**config.mk**
```make
export PLATFORM = sky130hd
export DESIGN_NAME = mdp3_book_parser
export DESIGN_NICKNAME = d
export VERILOG_FILES = /design/src/rtl/mdp3_pkg.sv /design/src/rtl/mdp3_seq_checker.sv /design/src/rtl/mdp3_book_parser.sv
export SDC_FILE = /design/constraint.sdc
export NUM_CORES = 1
export LEC_CHECK = 0
export CAP_MARGIN = 20
export CORE_MARGIN = 1
export CORE_UTILIZATION = 56
export CTS_BUF_LIST = sky130_fd_sc_hd__clkbuf_16
export CTS_CLUSTER_DIAMETER = 80
export DETAILED_ROUTE_END_ITERATION = 8
export DONT_BUFFER_PORTS = 1
export GPL_TIMING_DRIVEN = 0
export HOLD_SLACK_MARGIN = 0.02
export PLACE_DENSITY_LB_ADDON = 0.12
export SLEW_MARGIN = 40
export SYNTH_ARGS = -nofsm -noshare
export SYNTH_HDL_FRONTEND = slang
export SYNTH_SLANG_ARGS = --single-unit
```
**constraint.sdc**
```tcl
create_clock -name clk -period 2.1 [get_ports clk]
set_clock_uncertainty 0.05 [all_clocks]
set_input_delay 0.315 -clock clk [delete_from_list [all_inputs] [get_ports clk]]
set_output_delay 0.315 -clock clk [all_outputs]
set_load 0.005 [all_outputs]
```
**src/rtl/mdp3_pkg.sv**
```systemverilog
// Shared types, field codes and byte-swap helpers for the MDP3 incremental-refresh-book parser.
package mdp3_pkg;

    typedef enum logic [2:0] {
        ST_HDR,
        ST_ENT_A,
        ST_ENT_B,
        ST_ENT_C,
        ST_DRAIN
    } state_t;

    localparam logic [1:0] ACT_NEW    = 2'd0;
    localparam logic [1:0] ACT_CHANGE = 2'd1;
    localparam logic [1:0] ACT_DELETE = 2'd2;

    localparam logic [1:0] ET_BID   = 2'd0;
    localparam logic [1:0] ET_OFFER = 2'd1;
    localparam logic [1:0] ET_OTHER = 2'd3;

    localparam logic [7:0] ET_CODE_BID   = 8'h30;
    localparam logic [7:0] ET_CODE_OFFER = 8'h31;

    typedef struct packed {
        logic [63:0] price;
        logic [31:0] quantity;
        logic [31:0] security_id;
        logic [31:0] rpt_seq;
        logic [7:0]  num_orders;
        logic [7:0]  price_level;
        logic [1:0]  action;
        logic [1:0]  entry_type;
        logic        last;
    } entry_t;

    function automatic logic [15:0] bswap16(input logic [15:0] v);
        return {v[7:0], v[15:8]};
    endfunction

    function automatic logic [31:0] bswap32(input logic [31:0] v);
        logic [31:0] r;
        for (int i = 0; i < 4; i++) r[8*i +: 8] = v[8*(3-i) +: 8];
        return r;
    endfunction

    function automatic logic [63:0] bswap64(input logic [63:0] v);
        logic [63:0] r;
        for (int i = 0; i < 8; i++) r[8*i +: 8] = v[8*(7-i) +: 8];
        return r;
    endfunction

    // Caller guarantees code <= 2; anything larger is rejected upstream.
    function automatic logic [1:0] decode_action(input logic [7:0] code);
        logic [1:0] r;
        case (code)
            8'd0:    r = ACT_NEW;
            8'd1:    r = ACT_CHANGE;
            default: r = ACT_DELETE;
        endcase
        return r;
    endfunction

    function automatic logic [1:0] decode_entry_type(input logic [7:0] code);
        logic [1:0] r;
        case (code)
            ET_CODE_BID:   r = ET_BID;
            ET_CODE_OFFER: r = ET_OFFER;
            default:       r = ET_OTHER;
        endcase
        return r;
    endfunction

endpackage

```
**src/rtl/mdp3_seq_checker.sv**
```systemverilog
// Tracks the expected MsgSeqNum across accepted headers and pulses seq_gap on a discontinuity.
module mdp3_seq_checker (
    input  logic        clk,
    input  logic        reset,
    input  logic        hdr_accept,
    input  logic [31:0] seq,
    output logic        seq_gap
);

    logic [31:0] expected_reg;
    logic        primed_reg;
    logic        gap_reg;

    // The first header after reset only seeds the expectation; +1 wraps naturally.
    always_ff @(posedge clk) begin
        if (!reset) begin
            expected_reg <= '0;
            primed_reg   <= 1'b0;
            gap_reg      <= 1'b0;
        end else begin
            gap_reg <= hdr_accept && primed_reg && (seq != expected_reg);
            if (hdr_accept) begin
                expected_reg <= seq + 32'd1;
                primed_reg   <= 1'b1;
            end
        end
    end

    assign seq_gap = gap_reg;

endmodule

```
**src/rtl/mdp3_book_parser.sv**
```systemverilog
// MDP3 incremental-refresh-book parser: header + N three-word entries in, one decoded entry per handshake out.
// Optional MsgSeqNum gap detection is built when MDP3_SEQ_CHECK_EN is defined.
module mdp3_book_parser
    import mdp3_pkg::*;
#(
    parameter int MAX_ENTRIES = 16,
    parameter int TEMPLATE_ID = 46
) (
    input  logic        clk,
    input  logic        reset,
    input  logic        in_valid,
    output logic        in_ready,
    input  logic [63:0] in_data,
    input  logic        in_last,
    output logic        out_valid,
    input  logic        out_ready,
    output logic [63:0] out_price,
    output logic [31:0] out_quantity,
    output logic [31:0] out_security_id,
    output logic [31:0] out_rpt_seq,
    output logic [7:0]  out_num_orders,
    output logic [7:0]  out_price_level,
    output logic [1:0]  out_action,
    output logic [1:0]  out_entry_type,
    output logic        out_last_entry,
    output logic        pkt_err,
    output logic [15:0] err_count,
    output logic        seq_gap
);

    localparam logic [7:0]  MAX_COUNT = 8'(MAX_ENTRIES);
    localparam logic [15:0] TEMPLATE  = 16'(TEMPLATE_ID);

    state_t      state_reg, state_next;
    logic [7:0]  remaining_reg, remaining_next;
    logic [63:0] price_reg;
    logic [31:0] quantity_reg;
    logic [31:0] security_id_reg;
    entry_t      out_reg, entry_next;
    logic        out_valid_reg;
    logic        pkt_err_reg, err_next;
    logic [15:0] err_count_reg;
    logic        accept;
    logic        load_entry;
    logic [15:0] hdr_template;
    logic [7:0]  hdr_count;
    logic [7:0]  action_byte;

    assign hdr_template = bswap16(in_data[31:16]);
    assign hdr_count    = in_data[15:8];
    assign action_byte  = in_data[47:40];

    // Entry words are only taken when the output register is free or draining this cycle.
    always_comb begin
        in_ready = 1'b1;
        if (state_reg == ST_ENT_A || state_reg == ST_ENT_B || state_reg == ST_ENT_C)
            in_ready = !out_valid_reg || out_ready;
    end

    assign accept = in_valid && in_ready;

    always_comb begin
        entry_next             = '0;
        entry_next.price       = price_reg;
        entry_next.quantity    = quantity_reg;
        entry_next.security_id = security_id_reg;
        entry_next.rpt_seq     = bswap32(in_data[31:0]);
        entry_next.num_orders  = in_data[63:56];
        entry_next.price_level = in_data[55:48];
        entry_next.action      = decode_action(action_byte);
        entry_next.entry_type  = decode_entry_type(in_data[39:32]);
        entry_next.last        = (remaining_reg == 8'd1);
    end

    always_comb begin
        state_next     = state_reg;
        remaining_next = remaining_reg;
        err_next       = 1'b0;
        load_entry     = 1'b0;
        if (accept) begin
            case (state_reg)
                ST_HDR: begin
                    if (hdr_template != TEMPLATE || hdr_count == 8'd0) begin
                        state_next = in_last ? ST_HDR : ST_DRAIN;
                    end else if (hdr_count > MAX_COUNT) begin
                        err_next   = 1'b1;
                        state_next = in_last ? ST_HDR : ST_DRAIN;
                    end else if (in_last) begin
                        err_next   = 1'b1;
                        state_next = ST_HDR;
                    end else begin
                        state_next     = ST_ENT_A;
                        remaining_next = hdr_count;
                    end
                end
                ST_ENT_A: begin
                    err_next   = in_last;
                    state_next = in_last ? ST_HDR : ST_ENT_B;
                end
                ST_ENT_B: begin
                    err_next   = in_last;
                    state_next = in_last ? ST_HDR : ST_ENT_C;
                end
                ST_ENT_C: begin
                    if (action_byte > 8'd2) begin
                        err_next   = 1'b1;
                        state_next = in_last ? ST_HDR : ST_DRAIN;
                    end else begin
                        load_entry     = 1'b1;
                        remaining_next = remaining_reg - 8'd1;
                        if (remaining_reg == 8'd1) begin
                            state_next = in_last ? ST_HDR : ST_DRAIN;
                        end else if (in_last) begin
                            err_next   = 1'b1;
                            state_next = ST_HDR;
                        end else begin
                            state_next = ST_ENT_A;
                        end
                    end
                end
                ST_DRAIN: begin
                    if (in_last) state_next = ST_HDR;
                end
                default: state_next = ST_HDR;
            endcase
        end
    end

    always_ff @(posedge clk) begin
        if (!reset) begin
            state_reg       <= ST_HDR;
            remaining_reg   <= '0;
            price_reg       <= '0;
            quantity_reg    <= '0;
            security_id_reg <= '0;
            out_reg         <= '0;
            out_valid_reg   <= 1'b0;
            pkt_err_reg     <= 1'b0;
            err_count_reg   <= '0;
        end else begin
            state_reg     <= state_next;
            remaining_reg <= remaining_next;
            pkt_err_reg   <= err_next;
            if (err_next && err_count_reg != 16'hFFFF)
                err_count_reg <= err_count_reg + 16'd1;
            if (accept && state_reg == ST_ENT_A)
                price_reg <= bswap64(in_data);
            if (accept && state_reg == ST_ENT_B) begin
                quantity_reg    <= bswap32(in_data[63:32]);
                security_id_reg <= bswap32(in_data[31:0]);
            end
            if (load_entry) begin
                out_reg       <= entry_next;
                out_valid_reg <= 1'b1;
            end else if (out_ready) begin
                out_valid_reg <= 1'b0;
            end
        end
    end

    assign out_valid       = out_valid_reg;
    assign out_price       = out_reg.price;
    assign out_quantity    = out_reg.quantity;
    assign out_security_id = out_reg.security_id;
    assign out_rpt_seq     = out_reg.rpt_seq;
    assign out_num_orders  = out_reg.num_orders;
    assign out_price_level = out_reg.price_level;
    assign out_action      = out_reg.action;
    assign out_entry_type  = out_reg.entry_type;
    assign out_last_entry  = out_reg.last;
    assign pkt_err         = pkt_err_reg;
    assign err_count       = err_count_reg;

`ifdef MDP3_SEQ_CHECK_EN
    mdp3_seq_checker u_seq_checker (
        .clk        (clk),
        .reset      (reset),
        .hdr_accept (accept && state_reg == ST_HDR),
        .seq        (bswap32(in_data[63:32])),
        .seq_gap    (seq_gap)
    );
`else
    assign seq_gap = 1'b0;
`endif

endmodule
```
==> out/results.txt, run 1 <==
outcome: finished, violations left
failing checks: setup timing
reg2reg setup slack: -0.07 ns
M2 GR Usage: 0.5599
switching share of total power: 0.2197
Syn. warnings: 0
Initial Util: 0.5793
Fillers: 1778
first-pass GRT wire length: 58.10 mm
worst setup margin: -0.06731 ns
Seq/Total Area, Yosys: 0.5488
global placer's final weighted congestion: 0.9064
Port Buffers: 0
Die Area: 22620 µm²
most frequent cell after synthesis: nand2_1
Clk pwr share: 0.457
vias per cell: 5.732
grt ovf: 0
initial antenna violation count: 3
core area: 21290 µm²
post-synth top area share: 0.5488
worst hold slack: 0.03421 ns
DRC: 0
boundary pin count: 270
RSZ-0062 raised after global routing: yes
flops & latches, synth: 338
Cells after Synth: 1585
Skew-Pair Late Insertion Delay: 0.51 ns
CP Capture Type: flop
number of instances in the placed design: 1860
non-filler instance count after layout: 2004
root buffer cell: clkbuf_16
Clock Path Buffers: 3
Starting DRT DRC Count: 814
layout cell share with drive strength beyond 1: 0.1008
final setup fails: 4
type of the tightest min-delay check: input port to flop
startpoint types: flop
Syn Nets: 1657
Yosys cell types: 51
H-Tree Depth: 2
Sequential Power Share: 0.508
Detailed Route WL: 38.96 mm
P_int: 9.851 mW
combinational power share: 0.035
Synth top cells by count: 637 x nand2_1, 338 x dfxtp_1, 323 x a21oi_1
crit share post-route: 1.032
Antenna Nets Post-Route: 0
vias after detailed routing: 11.49k
register area: 6769 µm²
PwrDens: 838.9 nW/µm²
NumNets Final: 1776
CTS tree: done
Core Rows: 53
Worst R2R End: err_count[6]$_SDFFE_PN0P_
hold depth: 3
clock transition time at the flip-flop clock pins of the worst setup and hold paths: 0.06 ns
slew margin rel.: 0.4344
FMAX: 461.4 MHz
crit-path max cell delay: 0.37 ns
WL/cell: 19.44 µm
RR Startpoint: state_reg[2]$_SDFFE_PN0P_
Post-Syn Area: 12330 µm²
HPWL after DPL: 25.70 mm
Max Cap Violations: 0
Async S/R FF share, synth: 0
Total GRT Usage: 0.3342
hold_sp: in_last
cell taking the most area after synthesis: dfxtp_1
Avg Cell Area, Syn: 7.780 µm²
Final Hold Viols: 0
number of flops mapped to enable cells by yosys: 0
met3 Use GR: 0.09788
Critical Path RT: 2.47 ns
post-layout min period: 2.167 ns
Synth area leaders: dfxtp_1 55%, nand2_1 19%, a21oi_1 13%
met1 usage: 0.3943
Hold Crit Endpoint: state_reg[0]$_SDFFE_PN0P_
crit path max fanout: 10
Pre-antenna DRT Iters: 5
R2R cell count: 8
P_leak: 5.053 nW
CP Class: flop to flop
worst vdd ir: 0.7315 mV
total CTS buffers: 35
largest net degree at the start of global routing: 14
Slowest-stage cell, CP: or3_1
die extent in y: 150.4 µm
worst path cell trace: buf_8, nor3_4, o31ai_1, or3_1, and3_4, buf_12, nor4_4, mux2i_1
# clock sinks: 338
Slew Limit Fails: 0
fin util: 0.7070
footprint of the multi-input gates: 5274 µm²
GRT busiest layer: met2
Worst Tran Pin Value: 0.8485 ns
P&R area growth vs syn: 22.05%
die width: 150.4 µm
Switching Power: 2.774 mW
number of global-route vias before repair: 10.83k
Main synth FF type: dfxtp_1
crit path DAT: 2.54 ns
-- through the flow --
step	setup slack, ns	instance area (µm²)	power [mW]	TNS (ns)
6_report	-0.06731	15050	12.63	-0.1128
5_1_grt	-0.1441	15050	12.91	-1.398
2_1_floorplan	-0.01844	12350	6.718	-0.04092
3_5_place_dp	-0.7699	12700	6.800	-167.76
3_3_place_gp	-0.7024	12690	6.796	-168.58
4_1_cts	-0.04350	14690	12.61	-0.1247
-- final cells by class --
cell class,count,share of cell area
Multi-Input combinational cell,1125,0.3504
Inverter,5,0.001247
Antenna cell,3,0.0004988
Clock inverter,22,0.007732
Clock buffer,37,0.06152
Sequential cell,338,0.4498
Timing Repair Buffer,85,0.05695
Buffer,114,0.04897
Tap cell,275,0.02286
-- timing repair --
action / CTS / global route
hold endpoints to repair: 185 / 1
pin swaps: 7 / 9
setup buffers: 4 / 11
setup endpoints to repair: 334 / 322
cloned: 0 / 4
resized for setup: 114 / 89
hold buffers: 66 / 1
-- layer usage --
metal	part of all wire	up-vias
met5	0	-
met4	0.039	0
met3	0.10	102
met2	0.47	480
met1	0.39	5444
li1	-	5461
-- layout by cell type (no fill, tap or decap), types with 3 or more instances in the layout --
master | Yosys | layout
nand4_1 | 8 | 8
diode_2 | 0 | 3
clkbuf_2 | 1 | 22
dfxtp_1 | 338 | 336
nor4_1 | 5 | 5
mux2i_1 | 7 | 7
o211ai_1 | 8 | 8
o31ai_1 | 14 | 12
clkinv_2 | 0 | 6
nor3_1 | 10 | 9
nand3_1 | 5 | 5
a31oi_1 | 3 | 3
a21oi_1 | 323 | 312
o21ai_0 | 10 | 10
buf_6 | 1 | 8
clkinv_1 | 1 | 8
clkbuf_4 | 0 | 16
ha_1 | 3 | 3
dlygate4sd3_1 | 0 | 67
clkbuf_16 | 0 | 39
buf_2 | 8 | 6
buf_8 | 0 | 9
nor2_1 | 28 | 26
inv_1 | 4 | 12
buf_4 | 2 | 23
or3_1 | 9 | 8
clkbuf_1 | 99 | 43
a21oi_2 | 0 | 11
a211oi_1 | 3 | 3
and3_1 | 4 | 3
nand2b_1 | 13 | 12
nand2_4 | 0 | 3
nand2_1 | 637 | 633
-- how the worst max path moves through the flow --
stage	startpoint	to	slack (ns)	cells after the start
global placement	out_valid$_SDFFE_PN0P_	out_price[57]$_SDFFE_PN0P_	-0.70	7
detailed placement	state_reg[0]$_SDFFE_PN0P_	out_price[57]$_SDFFE_PN0P_	-0.77	8
CTS	state_reg[1]$_SDFFE_PN0P_	err_count[6]$_SDFFE_PN0P_	-0.04	9
floorplan	in_data[20]	err_count[11]$_SDFFE_PN0P_	-0.02	8
finish	state_reg[2]$_SDFFE_PN0P_	err_count[6]$_SDFFE_PN0P_	-0.07	8
global route	state_reg[2]$_SDFFE_PN0P_	err_count[6]$_SDFFE_PN0P_	-0.14	8
-- cell families (layout without fill, tap and decap cells) --
kind of cell	Yosys count	count (layout)	synth area share
AND/OR/NAND/NOR	740	741	0.2431
AO/OA/AOI/OAI	371	371	0.1581
flip-flops	338	338	0.5488
buffers and inverters	123	263	0.03957
multiplexers	7	7	0.005683
adder cells (fa/ha/maj)	3	3	0.003044
XOR/XNOR	2	2	0.001421
other	1	4	0.0003041
-- power groups by stage --
stage | Clock (mW) | Sequential, mW | Combinational [mW]
finish | 5.76 | 6.42 | 0.442
global route | 6.03 | 6.42 | 0.463
CTS | 5.78 | 6.42 | 0.410
detailed placement | 0 | 6.56 | 0.239
global placement | 0 | 6.56 | 0.236
floorplan | 0 | 6.56 | 0.158
-- worst max-delay path: cells and delay by family (launching register included) --
family | cells | cell delay [ns]
simple gates | 4 | 1.04
flops | 1 | 0.34
buf+inv | 2 | 0.29
mux | 1 | 0.26
compound gates | 1 | 0.09
Note: power is estimated with default switching activity, not from simulation.
==> run 2, diff against run 1 <==
--- a/config.mk
+++ b/config.mk
@@ -7,11 +7,10 @@
 export LEC_CHECK = 0
 export CAP_MARGIN = 20
 export CORE_MARGIN = 1
-export CORE_UTILIZATION = 56
+export CORE_UTILIZATION = 45
 export CTS_BUF_LIST = sky130_fd_sc_hd__clkbuf_16
 export CTS_CLUSTER_DIAMETER = 80
 export DETAILED_ROUTE_END_ITERATION = 8
-export DONT_BUFFER_PORTS = 1
 export GPL_TIMING_DRIVEN = 0
 export HOLD_SLACK_MARGIN = 0.02
 export PLACE_DENSITY_LB_ADDON = 0.12
==> out/results.txt, run 2 (synthesized netlist as in run 1, its figures left out) <==
failing checks: setup timing
worst hold slack: 0.09167 ns (+0.05746 ns)
Core Rows: 60 (+13%)
ant diodes: 0 (-3)
slew margin rel.: 0.4657 (+0.03134)
post-layout min period: 2.138 ns (-0.02900 ns)
die width: 167.5 µm (+11%)
final instance area: 17310 µm² (+15%)
vias per cell: 5.254 (-8.3%)
FMAX: 467.7 MHz (+1.4%)
total CTS buffers: 37 (+5.7%)
CTS tree: done
Starting DRT DRC Count: 894 (+9.8%)
most common cell after layout, fill and taps aside: nand2_1
dpl cell area: 15460 µm² (+22%)
HPWL after DPL: 27.10 mm (+5.5%)
outcome: finished, violations left
type of the tightest min-delay check: input port to flop
P_leak: 5.860 nW (+16%)
NumNets Final: 1981 (+12%)
boundary pin count: 270 (unchanged)
Die Area: 28070 µm² (+24%)
Antenna Nets Post-Route: 0 (unchanged)
CP Capture Type: flop
initial antenna violation count: 0 (-3)
core area: 26950 µm² (+27%)
most frequent cells in the layout: 632 x nand2_1, 334 x dfxtp_1, 314 x a21oi_1
vias after detailed routing: 11.96k (+4.1%)
Skew-Pair Late Insertion Delay: 0.51 ns (about the same)
fin util: 0.6422 (-0.06474)
DRC: 0 (unchanged)
Clock Path Buffers: 3 (unchanged)
first-pass GRT wire length: 60.11 mm (+3.5%)
crit path DAT: 2.52 ns (-0.02 ns)
final setup fails: 4 (unchanged)
Max Cap Violations: 0 (unchanged)
Initial Util: 0.4575 (-0.1217)
clock transition time at the flip-flop clock pins of the worst setup and hold paths: 0.06 ns (about the same)
root buffer cell: clkbuf_16
Detailed Route WL: 39.17 mm (+0.52%)
WL/cell: 17.21 µm (-11%)
largest net degree at the start of global routing: 20 (+6)
grt ovf: 0 (unchanged)
die extent in y: 167.5 µm (+11%)
Port Buffers: 267 (+267)
Critical Path RT: 2.48 ns (about the same)
layout cell share with drive strength beyond 1: 0.1018 (+0.0009977)
# clock sinks: 338 (unchanged)
Total GRT Usage: 0.2728 (-0.06142)
count of hold-fix buffers inserted at cts: 0 (-100%)
crit path max fanout: 6 (-4)
PwrDens: 753.3 nW/µm² (-10%)
worst setup margin: -0.03830 ns (+0.02900 ns)
Slew Limit Fails: 0 (unchanged)
RSZ-0062 raised after global routing: yes
number of global-route vias before repair: 11.09k (+2.4%)
Final Hold Viols: 0 (unchanged)
Pre-antenna DRT Iters: 6 (+1)
global placer's final weighted congestion: 0.8479 (-6.5%)
startpoint types: flop
H-Tree Depth: 2 (unchanged)
Fillers: 2370 (+33%)
P&R area growth vs syn: 40.38%
total power: 13.04 mW (+3.3%)
crit share post-route: 1.018 (-0.01381)
Final TNS setup: -0.08187 ns (+0.03091 ns)
Worst Tran Pin Value: 0.8015 ns (-0.04701 ns)
worst vdd ir: 0.6323 mV (-14%)
CP Class: flop to flop
-- run 2: changes by cell type in the layout (fill, tap and decap cells not counted), sizes merged --
cell / before / now
dlygate4sd2: 0 / 19
diode: 3 / 0
dlygate4sd3: 67 / 0
bufinv: 1 / 2
inv: 12 / 18
clkdlybuf4s50: 0 / 242
clkbuf: 121 / 126
buf: 48 / 49
clkdlybuf4s15: 0 / 3
and2: 2 / 1
dlymetal6s2s: 0 / 2
and3: 4 / 5
clkinv: 14 / 11
-- run 2: worst max-delay path, stage by stage (launching register included) --
cell      delay [ns]
dfxtp_1         0.33
or4_4           0.57
o311ai_4        0.30
and3_4          0.34
buf_12          0.13
buf_16          0.11
o21ai_1         0.07
a21oi_1         0.14
-- run 2: stage by stage --
step,std cells,worst slack [ns]
floorplan,1585,-0.01844
global placement,2193,-1.171
detailed placement,2193,-1.179
CTS,2265,-0.05068
global route,2276,-0.1035
finish,2276,-0.03830
-- run 2: power by group --
group          switching [mW]  total (mW)  internal, mW  leakage (nW)
combinational           0.304       0.474         0.170          2.53
sequential            0.00408        6.42          6.42          2.72
clock                    2.55        6.14          3.59         0.611
total                    2.86        13.0          10.2          5.86
-- run 2: what timing repair did --
item / 4_1_cts / 5_1_grt
pin swaps: 20 / 14
setup endpoints to repair: 332 / 316
cloned: 3 / 2
setup buffers: 8 / 11
resized for setup: 152 / 96
-- run 2: path summary, 6_finish.rpt --
kind / start / endpoint / slack [ns] / cells past startpoint
hold reg to reg: price_reg[62]$_SDFFE_PN0P_ / out_price[62]$_SDFFE_PN0P_ / 0.40 / 2
setup / recovery: remaining_reg[3]$_SDFFE_PN0P_ / err_count[1]$_SDFFE_PN0P_ / -0.04 / 7
hold / removal: in_data[10] / security_id_reg[18]$_SDFFE_PN0P_ / 0.09 / 3
setup reg to reg: remaining_reg[3]$_SDFFE_PN0P_ / err_count[1]$_SDFFE_PN0P_ / -0.04 / 7
-- run 2: metal layers --
| metal | routed length, µm | global-route usage |
|---|---|---|
| met5 | 0 | 0 |
| met1 | 16420 | 0.3367 |
| met2 | 18860 | 0.4699 |
| met4 | 1206 | 0.09095 |
| met3 | 2685 | 0.05956 |
-- run 2: cell type report --
cell class / count / area, µm² / area share
Buffer: 113 / 726.9 / 0.04200
Clock buffer: 39 / 975.9 / 0.05638
Clock inverter: 26 / 168.9 / 0.009759
Inverter: 5 / 18.77 / 0.001084
Multi-Input combinational cell: 1125 / 5344 / 0.3087
Sequential cell: 338 / 6771 / 0.3912
Tap cell: 341 / 426.7 / 0.02465
Timing Repair Buffer: 289 / 2877 / 0.1662
==> run 3, diff against run 2 <==
--- a/config.mk
+++ b/config.mk
@@ -10,11 +10,11 @@
 export CORE_UTILIZATION = 45
 export CTS_BUF_LIST = sky130_fd_sc_hd__clkbuf_16
 export CTS_CLUSTER_DIAMETER = 80
+export CTS_CLUSTER_SIZE = 10
 export DETAILED_ROUTE_END_ITERATION = 8
 export GPL_TIMING_DRIVEN = 0
 export HOLD_SLACK_MARGIN = 0.02
 export PLACE_DENSITY_LB_ADDON = 0.12
-export SLEW_MARGIN = 40
 export SYNTH_ARGS = -nofsm -noshare
 export SYNTH_HDL_FRONTEND = slang
 export SYNTH_SLANG_ARGS = --single-unit
==> out/results.txt, run 3 (synthesized netlist as in run 1, its figures left out) <==
outcome: finished, violations left
failing checks: setup timing
Final Hold Viols: 0 (unchanged)
PwrDens: 744.7 nW/µm² (-1.1%)
post-layout min period: 2.107 ns (-0.03146 ns)
worst vdd ir: 0.5002 mV (-21%)
reg2reg setup slack: -0.007 ns (+0.03 ns)
Initial Util: 0.4575 (unchanged)
RSZ-0062 raised after global routing: yes
Worst Tran Pin Value: 0.9650 ns (+0.1635 ns)
HPWL after DPL: 27.23 mm (+0.48%)
Core Rows: 60 (unchanged)
R2R cell count: 7 (unchanged)
startpoint types: flop
H-Tree Depth: 2 (unchanged)
largest net degree at the start of global routing: 13 (-35%)
ant diodes: 0 (unchanged)
most common cell after layout, fill and taps aside: nand2_1
non-filler instance count after layout: 2251 (-1.1%)
final instance area: 17100 µm² (-1.2%)
pre-CTS worst setup slack: -1.142 ns (+0.03617 ns)
Starting DRT DRC Count: 781 (-13%)
Slew Limit Fails: 0 (unchanged)
type of the tightest min-delay check: input port to flop
Skew-Pair Late Insertion Delay: 0.53 ns (+0.02 ns)
number of global-route vias before repair: 11.02k (-0.60%)
crit path max fanout: 8 (+2)
initial antenna violation count: 0 (unchanged)
P_leak: 5.713 nW (-2.5%)
grt ovf: 0 (unchanged)
Critical Path RT: 2.49 ns (about the same)
RR Startpoint: state_reg[0]$_SDFFE_PN0P_
most frequent cells in the layout: 632 x nand2_1, 336 x dfxtp_1, 319 x a21oi_1
GRT busiest layer: met2
slew margin rel.: 0.3567 (-0.1090)
die extent in y: 167.5 µm (unchanged)
total CTS buffers: 39 (+5.4%)
Total GRT Usage: 0.2705 (-0.002316)
WL/cell: 17.49 µm (+1.6%)
number of instances in the placed design: 2194 (+0.046%)
die width: 167.5 µm (unchanged)
total power: 12.73 mW (-2.3%)
final setup fails: 1 (-3)
Worst R2R End: err_count[10]$_SDFFE_PN0P_
Max Cap Violations: 0 (unchanged)
CP Class: flop to flop
layout cell share with drive strength beyond 1: 0.09319 (-0.008615)
# clock sinks: 338 (unchanged)
vias per cell: 5.271 (+0.33%)
met1 usage: 0.3391 (+0.002399)
global placer's final weighted congestion: 0.8479 (unchanged)
Detailed Route WL: 39.37 mm (+0.51%)
count of hold-fix buffers inserted at cts: 0 (unchanged)
Antenna Nets Post-Route: 0 (unchanged)
CTS tree: done
CP Capture Type: flop
CP startpoint: state_reg[0]$_SDFFE_PN0P_
vias after detailed routing: 11.87k (-0.77%)
FMAX: 474.6 MHz (+1.5%)
core area: 26950 µm² (unchanged)
DRC: 0 (unchanged)
Port Buffers: 267 (unchanged)
boundary pin count: 270 (unchanged)
dpl cell area: 15460 µm² (about the same)
worst setup margin: -0.006846 ns (+0.03146 ns)
Worst Setup EP: err_count[10]$_SDFFE_PN0P_
Fillers: 2398 (+1.2%)
crit path DAT: 2.50 ns (-0.02 ns)
clock transition time at the flip-flop clock pins of the worst setup and hold paths: 0.06 ns (about the same)
met3 Use GR: 0.05247 (-0.007091)
P&R area growth vs syn: 38.67%
first-pass GRT wire length: 59.49 mm (-1.0%)
Pre-antenna DRT Iters: 5 (-1)
Final TNS setup: -0.006846 ns (+0.07503 ns)
M2 GR Usage: 0.4618 (-0.008152)
Clock Path Buffers: 3 (unchanged)
root buffer cell: clkbuf_16
NumNets Final: 1980 (-0.050%)
crit share post-route: 1.003 (-0.01498)
Die Area: 28070 µm² (unchanged)
## run 3: changes by cell type in the layout (fill, tap and decap cells not counted), sizes merged
| cell | previous run | this run |
|---|---|---|
| and2 | 1 | 2 |
| bufinv | 2 | 0 |
| clkbuf | 126 | 125 |
| clkdlybuf4s15 | 3 | 4 |
| clkinv | 11 | 3 |
| dlygate4sd2 | 19 | 17 |
| dlymetal6s2s | 2 | 1 |
| inv | 18 | 5 |
## run 3: power by group
part	internal, mW	switching [mW]
Clock	3.36	2.49
Sequential	6.42	0.00366
Combinational	0.162	0.306
## run 3: area by class of cell
class,count,area [µm²],area share
buffer,113,703.2,0.04112
clock buffer,40,1001,0.05854
clock inverter,3,28.78,0.001683
inverter,5,18.77,0.001098
multi-input combinational,1126,5318,0.3110
sequential,338,6769,0.3959
tap,341,426.7,0.02495
timing repair buffer,285,2834,0.1657
## run 3: worst max-delay path, cell delays in order, from the launching register on
cell and delay (ns):
dfxtp_1 0.30, buf_6 0.14, nor3_4 0.23, o31ai_1 0.12
or3_4 0.38, and3_4 0.19, or4_1 0.50, a21oi_1 0.12
## run 3: how the worst min path moves through the flow
stage | from | end | slack (ns) | depth (start not counted)
finish | in_data[21] | price_reg[45]$_SDFFE_PN0P_ | 0.06 | 3
global route | in_data[21] | security_id_reg[13]$_SDFFE_PN0P_ | 0.07 | 3
CTS | in_data[19] | price_reg[43]$_SDFFE_PN0P_ | 0.14 | 3
detailed placement | price_reg[8]$_SDFFE_PN0P_ | out_price[8]$_SDFFE_PN0P_ | 0.39 | 2
global placement | price_reg[47]$_SDFFE_PN0P_ | out_price[47]$_SDFFE_PN0P_ | 0.39 | 2
floorplan | price_reg[0]$_SDFFE_PN0P_ | out_price[0]$_SDFFE_PN0P_ | 0.38 | 2
## run 3: what timing repair did
| item | 4_1_cts | 5_1_grt |
|---|---|---|
| cloned | 1 | 5 |
| endpoints found under the hold margin | 0 | 0 |
| setup buffers | 8 | 6 |
| pin swaps | 13 | 16 |
| gates resized for setup | 145 | 101 |
| setup endpoints to repair | 333 | 320 |
## run 3: metal layers
metal / vias to the layer above / share of wire
li1: 5839 / -
met1: 5541 / 0.43
met2: 416 / 0.48
met3: 70 / 0.064
met4: 0 / 0.028
met5: - / 0
## run 3: stage by stage
| stage | utilization | hold WS (ns) |
|---|---|---|
| finish | 0.6344 | 0.06493 |
| global route | 0.6344 | 0.06671 |
| CTS | 0.6244 | 0.1441 |
| detailed placement | 0.5736 | 0.3933 |
| global placement | 0.5732 | 0.3861 |
| floorplan | - | 0.3821 |
==> RTL edit, RTL diff (flow settings as in run 3) <==
Add a define of `MDP3_SEQ_CHECK_EN`.
--- a/src/rtl/mdp3_book_parser.sv
+++ b/src/rtl/mdp3_book_parser.sv
@@ -1,5 +1,7 @@
 // MDP3 incremental-refresh-book parser: header + N three-word entries in, one decoded entry per handshake out.
 // Optional MsgSeqNum gap detection is built when MDP3_SEQ_CHECK_EN is defined.
+`define MDP3_SEQ_CHECK_EN
+
 module mdp3_book_parser
     import mdp3_pkg::*;
 #(
Check against the original RTL: not equivalent (a bounded check fails within 4 cycles, from zero or initial values and one cycle with reset low).
==> RTL edit against run 3 <==
- the run still ends with setup timing left
- power is 12% higher
- wire length is 24% higher
- synthesized area is 21% higher
- fmax is 0.99% lower
- setup slack worse by 0.021 ns
- sequential cell count is 34 higher
- final area is 16% higher
- largest cell class unchanged
- critical path type unchanged
==> RTL edit: results (changes against run 3) <==
syn_nets 1918 (+16%); Hold WC Path Type primary input to flip-flop; Iter 0 DRT Violations 1005 (+29%); GRT Total Usage 28.3% (+1.3 points); Clock Pin Slew Worst Setup and Hold Paths 0.06 ns (about the same); CP arrival 2.55 ns (+0.05 ns); synth cell count leaders 664 x nand2_1, 372 x dfxtp_1, 213 x a21oi_1; Worst R2R Path Depth 8 (+1); Slew HR 50.2% (+15 points); H-tree depth 2 (unchanged); Routed met3 length 3590 um (+42%); Synth area leaders dfxtp_1 50%, nand2_1 17%, a21oi_1 7.2%; Root Buffer clkbuf_16; yosys warns 0 (unchanged); largest net degree at the start of global routing 12 (-1); Pleak 6.72 nW (+18%); CTS Buffer Depth 3 (unchanged); Seq group 0.00715 W (+11%); Psw 0.00330 W (+18%); Routed WL 49000 um (+24%); status complete, but fails checks; placer's final routability congestion estimate 0.909 (+7.2%); register area share after synthesis 50.0% (-4.8 points); TNS Setup -0.134 ns (-0.127 ns); ys async rst share 0% (unchanged); share of layout cells above drive strength 1 10.9% (+1.6 points); Setup WS post-layout -0.0279 ns (-0.0210 ns); First-pass DRT Iterations 5 (unchanged); DR WL met2 22300 um (+17%); Highest Signal Layer met4; met1 WL 21500 um (+28%); # setup viols final 10 (+9); Place WS -1.29 ns (-0.151 ns); first-pass GRT wire length 73800 um (+24%); Area after DPL 18000 um^2 (+16%); Unique masters post-synth 65 (+27%); initial antenna violation count 2 (+2); failing checks setup timing; hpwl dp 34600 um (+27%); DR vias 13900 (+17%); clk_lat worst skew 0.54 ns; maximum vdd ir drop 0.642 mV (+28%); Post-layout nets 2237 (+13%); Comb power 0.000789 W (+69%); Critical Path Fanout Max 6 (-2); cts bufs inserted 43 (+10%); I/O Buffers 244 (-8.6%); hold depth 3 (unchanged); vias in the first global route 13100 (+19%)
RTL edit: cell type report:
cell class | count | area, um^2
fill | 3020 | 12700
sequential | 372 | 7470
multi-input combinational | 1314 | 7090
timing repair buffer | 279 | 2740
clock buffer | 43 | 1080
buffer | 143 | 822
tap | 442 | 553
inverter | 11 | 41.3
clock inverter | 3 | 37.5
antenna | 2 | 5.00
RTL edit: layer usage:
| metal | GRT usage [%] | up-vias |
|---|---|---|
| met4 | 9.93 | 0 |
| li1 | - | 6721 |
| met5 | 0 | - |
| met3 | 4.91 | 94 |
| met2 | 45.5 | 513 |
| met1 | 38.1 | 6608 |
RTL edit: metrics by stage:
stage / power (W) / std cells / hold WS, ns
finish: 0.0143 / 2609 / 0.0733
global route: 0.0148 / 2607 / 0.0838
CTS: 0.0144 / 2597 / 0.0638
detailed placement: 0.00805 / 2533 / 0.392
global placement: 0.00805 / 2531 / 0.389
floorplan: 0.00770 / 1845 / 0.375
RTL edit: worst paths after layout:
path	start	to
max reg2reg	remaining_reg[3]	err_count[7]
max	remaining_reg[3]	err_count[7]
min	in_data[12]	out_rpt_seq[20]
min reg2reg	out_price[17]	out_price[17]
RTL edit: logic make-up after synthesis:
family          count (synthesis)  synth area share [%]
flops                         372                  50.0
xor+xnor                       60                  3.53
buf+inv                       159                  4.69
compound gates                431                  17.9
fa+ha+maj                       4                 0.336
mux                             5                 0.336
simple gates                  814                  23.1
RTL edit: what timing repair did:
item,CTS,global route
pin swaps,19,14
cloned,1,1
endpoints found under the setup margin,367,302
resized for setup,108,134
buffers inserted,20,11
RTL edit: critical path, stage by stage, from the launching register on:
cell and delay (ns):
dfxtp_4 0.35, or4_4 0.53, nor4b_4 0.28, nor3_2 0.09, a211oi_4 0.21, buf_6 0.19, buf_12 0.14, o31ai_1 0.08
a21boi_1 0.13
